**config.mk**
```make
export PLATFORM = sky130hd
export DESIGN_NAME = wb_arbiter
export DESIGN_NICKNAME = d
export VERILOG_FILES = /design/src/rtl/wb_arbiter.sv
export SDC_FILE = /design/constraint.sdc
export NUM_CORES = 1
export LEC_CHECK = 0
export ABC_AREA = 1
export CELL_PAD_IN_SITES_DETAIL_PLACEMENT = 1
export CELL_PAD_IN_SITES_GLOBAL_PLACEMENT = 1
export CORE_MARGIN = 8
export CORE_UTILIZATION = 27
export CTS_CLUSTER_DIAMETER = 80
export DETAILED_ROUTE_END_ITERATION = 6
export GPL_ROUTABILITY_DRIVEN = 0
export GPL_TIMING_DRIVEN = 0
export PLACE_DENSITY_LB_ADDON = 0.1
export SLEW_MARGIN = 20
export SYNTH_ARGS = -nofsm -noshare
export SYNTH_HDL_FRONTEND = slang
export SYNTH_SLANG_ARGS = --single-unit
```
**constraint.sdc**
```tcl
create_clock -name clk -period 7.3 [get_ports clk]
set_input_delay 2.19 -clock clk [delete_from_list [all_inputs] [get_ports clk]]
set_output_delay 2.19 -clock clk [all_outputs]
set_load 0.1 [all_outputs]
```
**src/rtl/wb_arbiter.sv**
```systemverilog
// Round-robin writeback arbiter feeding a single registered CDB entry, with epoch-based squash.
// Define WB_ARB_STATS_EN to add the saturating stale_drop_cnt output.
module wb_arbiter #(
  parameter int NUM_SRC = 3,
  parameter int ROB_W   = 5,
  parameter int PHYS_W  = 6,
  parameter int EPOCH_W = 3
) (
  input  logic                             clk,
  input  logic                             rst_n,
  input  logic [NUM_SRC-1:0]               src_valid,
  output logic [NUM_SRC-1:0]               src_ready,
  input  logic [NUM_SRC-1:0][31:0]         src_pc,
  input  logic [NUM_SRC-1:0][31:0]         src_data,
  input  logic [NUM_SRC-1:0]               src_uses_rd,
  input  logic [NUM_SRC-1:0][ROB_W-1:0]    src_rob_idx,
  input  logic [NUM_SRC-1:0][PHYS_W-1:0]   src_prd_new,
  input  logic [NUM_SRC-1:0][EPOCH_W-1:0]  src_epoch,
  input  logic [EPOCH_W-1:0]               cur_epoch,
  input  logic                             flush,
  output logic                             cdb_valid,
  input  logic                             cdb_ready,
  output logic [31:0]                      cdb_pc,
  output logic [31:0]                      cdb_data,
  output logic                             cdb_uses_rd,
  output logic [ROB_W-1:0]                 cdb_rob_idx,
  output logic [PHYS_W-1:0]                cdb_prd_new,
  output logic [EPOCH_W-1:0]               cdb_epoch
`ifdef WB_ARB_STATS_EN
  ,
  output logic [15:0]                      stale_drop_cnt
`endif
);

  localparam int PTR_W = (NUM_SRC > 1) ? $clog2(NUM_SRC) : 1;
  localparam logic [PTR_W:0]   NUM_S = (PTR_W+1)'(NUM_SRC);
  localparam logic [PTR_W-1:0] LAST  = PTR_W'(NUM_SRC - 1);

  logic                 out_vld;
  logic [31:0]          out_pc;
  logic [31:0]          out_data;
  logic                 out_uses_rd;
  logic [ROB_W-1:0]     out_rob_idx;
  logic [PHYS_W-1:0]    out_prd_new;
  logic [EPOCH_W-1:0]   out_epoch;
  logic [PTR_W-1:0]     rr_ptr;

  logic [NUM_SRC-1:0]   src_stale;
  logic [NUM_SRC-1:0]   cand;
  logic                 out_stale;
  logic                 out_free;
  logic                 found;
  logic                 grant;
  logic [PTR_W-1:0]     win;
  logic [PTR_W:0]       idx;

  assign out_stale   = out_vld && (out_epoch != cur_epoch);
  assign cdb_valid   = out_vld && (out_epoch == cur_epoch);
  assign out_free    = !out_vld || cdb_ready || out_stale;
  assign grant       = found && out_free && !flush;

  assign cdb_pc      = out_pc;
  assign cdb_data    = out_data;
  assign cdb_uses_rd = out_uses_rd;
  assign cdb_rob_idx = out_rob_idx;
  assign cdb_prd_new = out_prd_new;
  assign cdb_epoch   = out_epoch;

  // Search from rr_ptr upward with wrap; first valid, current-epoch source wins.
  always_comb begin
    found = 1'b0;
    win   = '0;
    idx   = '0;
    for (int i = 0; i < NUM_SRC; i++) begin
      src_stale[i] = (src_epoch[i] != cur_epoch);
      cand[i]      = src_valid[i] && !src_stale[i];
    end
    for (int k = 0; k < NUM_SRC; k++) begin
      idx = {1'b0, rr_ptr} + (PTR_W+1)'(k);
      if (idx >= NUM_S) idx = idx - NUM_S;
      if (!found && cand[idx[PTR_W-1:0]]) begin
        found = 1'b1;
        win   = idx[PTR_W-1:0];
      end
    end
  end

  always_comb begin
    src_ready = '0;
    for (int i = 0; i < NUM_SRC; i++) begin
      if (flush || src_stale[i])
        src_ready[i] = 1'b1;
      else if (grant && (win == PTR_W'(i)))
        src_ready[i] = 1'b1;
    end
  end

  always_ff @(posedge clk or negedge rst_n) begin
    if (!rst_n) begin
      out_vld     <= 1'b0;
      out_pc      <= '0;
      out_data    <= '0;
      out_uses_rd <= 1'b0;
      out_rob_idx <= '0;
      out_prd_new <= '0;
      out_epoch   <= '0;
      rr_ptr      <= '0;
    end else if (flush) begin
      out_vld <= 1'b0;
    end else if (grant) begin
      out_vld     <= 1'b1;
      out_pc      <= src_pc[win];
      out_data    <= src_data[win];
      out_uses_rd <= src_uses_rd[win];
      out_rob_idx <= src_rob_idx[win];
      out_prd_new <= src_prd_new[win];
      out_epoch   <= src_epoch[win];
      rr_ptr      <= (win == LAST) ? '0 : win + 1'b1;
    end else if (out_stale || (cdb_valid && cdb_ready)) begin
      out_vld <= 1'b0;
    end
  end

`ifdef WB_ARB_STATS_EN
  logic [16:0] drops;
  logic [16:0] drop_sum;

  // Discarded source transfers plus a squashed output entry, summed per cycle.
  always_comb begin
    drops = '0;
    for (int i = 0; i < NUM_SRC; i++)
      if (src_valid[i] && (flush || src_stale[i])) drops = drops + 17'd1;
    if (out_stale) drops = drops + 17'd1;
    drop_sum = {1'b0, stale_drop_cnt} + drops;
  end

  always_ff @(posedge clk or negedge rst_n) begin
    if (!rst_n)
      stale_drop_cnt <= '0;
    else
      stale_drop_cnt <= drop_sum[16] ? 16'hFFFF : drop_sum[15:0];
  end
`endif

endmodule

```
Word level (Yosys, flattened, before mapping)
Cells that the tools add are included. Widths: inputs -> output; s select.

Bits in registers: 82. Latch bits: 0. Bits in writable memories: 0. Bits in read-only memories: 0. Bits of input ports: 247. Output and inout port bits: 83. Word-level logic and storage cells: 95. Memories kept: 0.

$add $sub $neg: 6. $mul: 0. Divide/modulo/power cells: 0. Magnitude comparators: 7. Eq/ne operators: 7. Shift operators: 0. Muxes and demuxes: 37. Bitwise gates (word level): 1. Reductions and logical operators: 29.

Operators by type and width (count): $bmux 32 s2 (2); $mux 32 (2); $mux 1 (16); $mux 2 (7); $logic_and 1x1->1 (13); $bmux 6 s2 (1); $lt 2x3->1 const B (4); $ne 3x3->1 (4); $bmux 5 s2 (1); $bmux 1 s2 (4); $logic_not 1->1 (7); $bmux 3 s2 (1); $ge 3x2->1 const B (2); $logic_or 1x1->1 (6); $mux 6 (1); $sub 2x2->2 const B (3); $mux 5 (1); $add 2x1->3 const B (1); $add 2x2->3 const B (1); $eq 3x3->1 (1); $mux 3 (1); $reduce_bool 3->1 (1); $add 2x1->2 const B (1); $eq 2x1->1 const B (1); 5 further kinds (5).

Depth between registers and ports, before layout
Word-level depth: 17. Depth in mapped cells: 17. Mapped depth without buffers: 16.

Worst setup path after synthesis
Ideal clock, no wire load.

Path type: input to output. From: input port cur_epoch[1]. To: output port src_ready[0]. Data arrival time: 7.648 ns. Data required time: 5.110 ns. Setup slack: -2.538 ns. Cell stages on the path: 8. Path buffers: 1. Path through: xor2_1 nor4b_1 nand2_1 nand3_4 inv_2 buf_2 nand3_1 nand4_1.

Longest elaborated chain between the ends: 17.

RTL lines: start, declared (RTL line 19) `input logic [EPOCH_W-1:0] cur_epoch,`; $ne 3x3->1 (RTL line 75) `src_stale[i] = (src_epoch[i] != cur_epoch);`; $logic_not 1->1 (RTL line 76) `cand[i] = src_valid[i] && !src_stale[i];`; $logic_and 1x1->1 (RTL line 76); $bmux 1 s2 (RTL line 81) `if (!found && cand[idx[PTR_W-1:0]]) begin`; $mux 1 (implied by the code) (RTL line 81); $mux 1 (RTL line 81); $logic_not 1->1 (RTL line 81); $logic_and 1x1->1 (RTL line 81); $mux 1 (RTL line 81); $logic_not 1->1 (RTL line 81); $logic_and 1x1->1 (RTL line 81); $mux 1 (RTL line 81); $logic_and 1x1->1 (2 in series) (RTL line 60) `assign grant = found && out_free && !flush;`; $logic_and 1x1->1 (RTL line 93) `else if (grant && (win == PTR_W'(i)))`; $mux 1 (RTL line 93); $mux 1 (*) (RTL line 91) `if (flush || src_stale[i])`; end, declared (RTL line 12) `output logic [NUM_SRC-1:0] src_ready,`.

Every way passes the cells marked *; elsewhere a longest branch is shown, timed or not. The select of a mux whose other input is x is not followed.

Final worst setup path
From: input port src_epoch[3] (netlist name). To: output port src_ready[1].

Longest elaborated chain between the ends: 17.

RTL lines: start, declared (RTL line 18) `input logic [NUM_SRC-1:0][EPOCH_W-1:0] src_epoch,`; $ne 3x3->1 (*) (RTL line 75); $logic_not 1->1 (RTL line 76); $logic_and 1x1->1 (RTL line 76); $bmux 1 s2 (RTL line 81); $mux 1 (implied by the code) (RTL line 81); $mux 1 (RTL line 81); $logic_not 1->1 (RTL line 81); $logic_and 1x1->1 (RTL line 81); $mux 1 (RTL line 81); $logic_not 1->1 (RTL line 81); $logic_and 1x1->1 (RTL line 81); $mux 1 (RTL line 81); $logic_and 1x1->1 (2 in series) (RTL line 60); $logic_and 1x1->1 (RTL line 93); $mux 1 (RTL line 93); $mux 1 (*) (RTL line 91).

Marks and branches as above.

==> metrics.csv <==
metric,value,unit
finalWorstSetupSlack,0.268,ns
grt_pass1_vias,7461,
drtIter0Drc,254,
synth_top_area_cell,dfrtp_1,
regArea,0.00205,sq mm
cts_inserted_buffers,9,
initial_core_util,0.273,
grt_max_degree,45,
worst_path_largest_cell_delay,0.56,ns
cp_top_family,simple AND/OR/NAND/NOR gates,
dr.pass1.iters,4,
syn-cell-area,0.00590,sq mm
multi_input_comb_area,0.00306,sq mm
syn2layout_area_growth,68.5,%
synthTopCellsByCount,"nand2_1 (458), inv_1 (128), nand3_1 (115)",
end_kind,primary output,
path_class,in2out,
grt_antenna_before_repair,3,
root_buffer,clkbuf_16,
ys_ff_latch,82,
path_max_fanout,10,
min_period,7.03,ns
met2_usage,0.345,
holdBufCountCts,0,
core-area,0.0216,sq mm
finalHoldViolations,0,
drtAntennaViolNets,0,
cts_buffer_depth,2,
syn_avg_cell_area,6.17,sq um
required,5.11,ns
cp_slowest_cell,clkdlybuf4s50_1,
post_cts_buffers,0,
setup_viol,0,
synthArstFlopShare,1.00,
drive_above_1_share,0.0676,
power.total,5.40,mW
yosysUniqueCellTypes,28,
path_depth,17,
ios,330,
dp_slack,-0.885,ns
hpwl,22000,um
route.detailed.drc,0,
arrival,4.84,ns
r2r_setup_slack,4.65,ns
min_path_type,reg2reg,
clkSinkCount,82,
vdd_drop_max,0.200,mV
viasPerCell,4.51,
drt-total-wl,27700,um
avgRoutedWirePerCell,17.5,um
clk_pin_slew,0.06,ns
fmax,0.142,GHz
fill_cells,2837,
yosys.cell_count.top_type,nand2_1,
ctsHtreeMaxLevel,3,
busiest_layer,met2,
hold-path-cell-count,4,
dpl_cell_area,0.00959,sq mm
ys_seq_area_frac,0.348,
cp_num_buf_inv,5,
use_met3,0.0764,
critPathLaunchType,input pin,
drv_cap,0,
gr-total-overflow,0,
r2r.worst_path.cells,12,
finClkSkew,0.00894,ns
period_share,0.963,
cts_tree,done,
syn-instance-count,956,
insertion_delay,0.35,ns
synth_area_leaders,"dfrtp_1 (35%), nand2_1 (29%), nand3_1 (9.8%), inv_1 (8.1%), a21oi_1 (5.8%)",
syn_nets,1205,
status,completed,
vias,7145,
yosysWarningCount,0,
synth_top_area_frac,0.348,
port_buffers,329,
final_nets,1546,
fp.dieW,164,um
synth_edf_count,0,
rsz0062_at_grt,false,
use_met1,0.244,
final_area,0.00993,sq mm
grt_pass1_wl,42500,um
leakage,5.24,nW
cpMostUsedCell,nand2_4,
crit_path_cell_trace,clkdlybuf4s50_1 > inv_1 > nand2_1 > nand2_1 > nor2_2 > nand4_1 > nand3_1 > nand2_2 > nand2_2 > nand2_4 > nand2_4 > nand2_4 > nor2_8 > buf_6 > inv_1 > nand4_1 > buf_8,
dieHeight,164,um
final-max-slew-violation-count,0,
ys.flop_type,dfrtp_1,
slew_headroom,0.286,
grt_usage,0.205,
power_density,543,mW/mm^2
tightest_slew,1.07,ns
die-area,0.0268,sq mm
num_rows,54,
[layout make-up]
cell class / instances / share of cell area
repair buffers: 330 / 0.335
multi-input cells: 687 / 0.308
flip-flops and latches: 82 / 0.207
inverters: 133 / 0.0503
well taps: 280 / 0.0353
plain buffers: 54 / 0.0322
clock buffers: 11 / 0.0244
clock inverters: 5 / 0.00781
diodes: 1 / 0.000252
[path summary, 6_finish.rpt]
| check | from | endpoint |
|---|---|---|
| setup reg to reg | rr_ptr[0] | cdb_data[28] |
| setup / recovery | src_epoch[3] | src_ready[1] |
| hold / removal | cdb_uses_rd | cdb_uses_rd |
| min in group asynchronous | rst_n | cdb_data[16] |
| hold reg to reg | cdb_uses_rd | cdb_uses_rd |
| max in group asynchronous | rst_n | cdb_data[15] |
[sequential cells by signal, summed over array words and instances, names as in the netlist]
name	flops
cdb_data	32
cdb_epoch	3
cdb_pc	32
cdb_prd_new	6
cdb_rob_idx	5
cdb_uses_rd	1
out_vld	1
rr_ptr	2
[through the flow]
step,instances,util,TNS (ns),hold WS (ns)
2_1_floorplan,956,-,-0.00148,0.536
3_3_place_gp,1565,0.442,-2.37,0.531
3_5_place_dp,1566,0.444,-2.48,0.539
4_1_cts,1582,0.458,0,0.552
5_1_grt,1582,0.459,0,0.578
6_report,1583,0.459,0,0.552
[cell families after synthesis]
family	count (synthesis)	share of synthesized area
AO/OA/AOI/OAI	74	0.0656
AND/OR/NAND/NOR	607	0.439
XOR/XNOR	4	0.00594
buffers and inverters	187	0.138
adder cells (fa/ha/maj)	2	0.00424
flip-flops	82	0.348
[worst register-to-register path, stage by stage, from the launching register on]
cell     delay, ns
dfrtp_1       0.35
inv_1         0.06
ha_1          0.39
inv_1         0.13
nand4_1       0.11
nand2_1       0.11
a21oi_4       0.26
nand3_1       0.17
nand3_4       0.22
buf_4         0.26
buf_2         0.26
a21oi_1       0.07
a21oi_1       0.18
[cells in the final DEF (no fill, tap or decap), drive strengths merged, types with 2 or more instances in the layout]
cell | synthesis | layout
inv | 133 | 133
nand4 | 13 | 13
nand3 | 123 | 123
dlymetal6s2s | 0 | 3
clkbuf | 9 | 21
dfrtp | 82 | 82
o21ai | 4 | 4
nand2 | 464 | 464
nor2 | 6 | 6
bufinv | 0 | 2
clkinv | 0 | 2
clkdlybuf4s50 | 0 | 322
xnor2 | 3 | 3
a21oi | 69 | 69
ha | 2 | 2
buf | 45 | 49
[metal layers]
metal,vias to the layer above,wire length [um]
met1,3284,11400
met3,21,2750
met5,-,35
met2,217,13300
li1,3617,-
met4,6,297
[power by group]
part / total [mW] / leakage, nW / switching (mW) / internal [mW]
combinational: 4.08 / 4.12 / 3.00 / 1.08
clock: 0.510 / 0.156 / 0.202 / 0.308
sequential: 0.805 / 0.969 / 0.118 / 0.687
total: 5.40 / 5.24 / 3.32 / 2.08
[what timing repair did]
item | CTS | global route
gates resized for setup | 19 | 7
setup endpoints to repair | 3 | 3
pin swaps | 0 | 1
Note: power is estimated with default switching activity, not from simulation.
==> RTL edit, RTL diff (same settings) <==
The parameter `NUM_SRC` goes from 3 to 2.
--- a/src/rtl/wb_arbiter.sv
+++ b/src/rtl/wb_arbiter.sv
@@ -2,5 +2,5 @@
 // Define WB_ARB_STATS_EN to add the saturating stale_drop_cnt output.
 module wb_arbiter #(
-  parameter int NUM_SRC = 3,
+  parameter int NUM_SRC = 2,
   parameter int ROB_W   = 5,
   parameter int PHYS_W  = 6,
Ports: changed (8 resized); port bits go from 330 to 249. No check against the original RTL was run, so the function may have changed too.
==> RTL edit against the original RTL <==
  * Cell area shrank 20%
  * Area after synthesis fell by 18%
  * Via count decreased by 28%
  * Global-route usage down 3.4 points
  * Sequential cell count decreased by 1
  * Worst setup slack got worse by 68 ps
  * Wire length fell by 31%
  * Cell count shrank 28%
  * Sequential share of layout area rose by 5.0 points
Power is not compared: it rests on default switching activity, and its combinational part moved more than twofold at a synthesized area within 25%.
==> RTL edit: results <==
[detailed_routing]
drtIter0Drc = 119
num_vias = 5131
viasPerCell = 4.50
wl_um = 19100

[timing]
finalClockSkew_ps = 6.04
tightest_slew_ps = 1050

[synthesis]
synth_compound_area_share_pct = 0.208
ys_seq_area_share_pct = 42.1
syn_nets = 814
ys_types = 26
synthTopCellsByArea = "dfrtp_1 (42%), nand2_1 (26%), nand2_2 (11%), nand3_1 (8.4%), buf_12 (3.3%)"
yosys.area_share.xor_xnor_pct = 0.728
netlist_instances = 647
synth_commonest_cells = "nand2_1 (333), dfrtp_1 (81), nand2_2 (81), nand3_1 (81), buf_2 (16)"
synthAdderAreaFrac_pct = 0

[place]
dpl.hpwl_um = 15400
dp_slack_ps = -146
placed_area_mm2 = 0.00761
port_buffers = 248
dp_cells = 1125

[min_path]
worstHoldPathCells = 2

[global_route]
first_global_vias = 5615
antenna_found_initial = 2
grt_first_pass_wirelength_um = 30000
grt_usage_pct = 17.1
grt_start_max_net_pins = 44

[clocking]
clk_latency_ps = 350

[cells_and_area]
drive_above_1_share_pct = 15.6
final_nets = 1074
fill_cells = 2119

[critical_path]
rr_worst_depth = 7
crit_arrival_ps = 4910

[pwr]
ir_drop_mv = 0.187

[outcome]
outcome = "completed"
## RTL edit: path summary, 6_finish.rpt
kind,startpoint,end,slack [ps]
max,cur_epoch[0],src_ready[0],200
min,cdb_prd_new[3],cdb_prd_new[3],480
max reg2reg,cdb_epoch[2],cdb_epoch[0],5540
min reg2reg,cdb_prd_new[3],cdb_prd_new[3],480
max in group asynchronous,rst_n,cdb_rob_idx[3],4860
min in group asynchronous,rst_n,cdb_pc[28],1820
## RTL edit: what timing repair did
item / 4_1_cts / 5_1_grt
gates resized for setup: 2 / 1
setup endpoints to repair: 2 / 1
gates cloned: 0 / 0
## RTL edit: metal layers
metal | global-route usage [%] | wire length (µm)
met5 | 0 | 13
met4 | 5.05 | 333
met3 | 6.59 | 1530
met2 | 29.1 | 9270
met1 | 19.4 | 8000
## RTL edit: through the flow
step	hold WS [ps]	utilization (%)	setup TNS, ps
CTS	483	44.6	0
global placement	461	42.8	-110
global route	497	44.6	0
floorplan	449	-	0
detailed placement	466	43.0	-212
finish	482	44.6	0
## RTL edit: critical path: stages
cell and delay [ps]:
clkdlybuf4s50_1 490, xnor2_1 420, nand3_1 190, nand2_2 120, nand3_4 170, clkinv_4 180, buf_6 160, nand2_2 60
nand2_1 60, clkdlybuf4s15_1 860
## RTL edit: area by class of cell
class,instances,area [µm²],share of cell area [%]
Timing Repair Buffer,249,2510,31.7
Inverter,11,46.3,0.586
Multi-Input combinational cell,515,2350,29.8
Buffer,40,394,4.99
Tap cell,229,287,3.63
Antenna cell,1,2.50,0.0317
Sequential cell,81,2030,25.7
Clock buffer,10,229,2.90
Clock inverter,5,57.6,0.728
## RTL edit: where the power goes
group          switching, mW  internal (mW)  total [mW]
logic                   1.31          0.411        1.72
clock network          0.192          0.263       0.455
registers             0.0826          0.590       0.673
total                   1.58           1.26        2.85
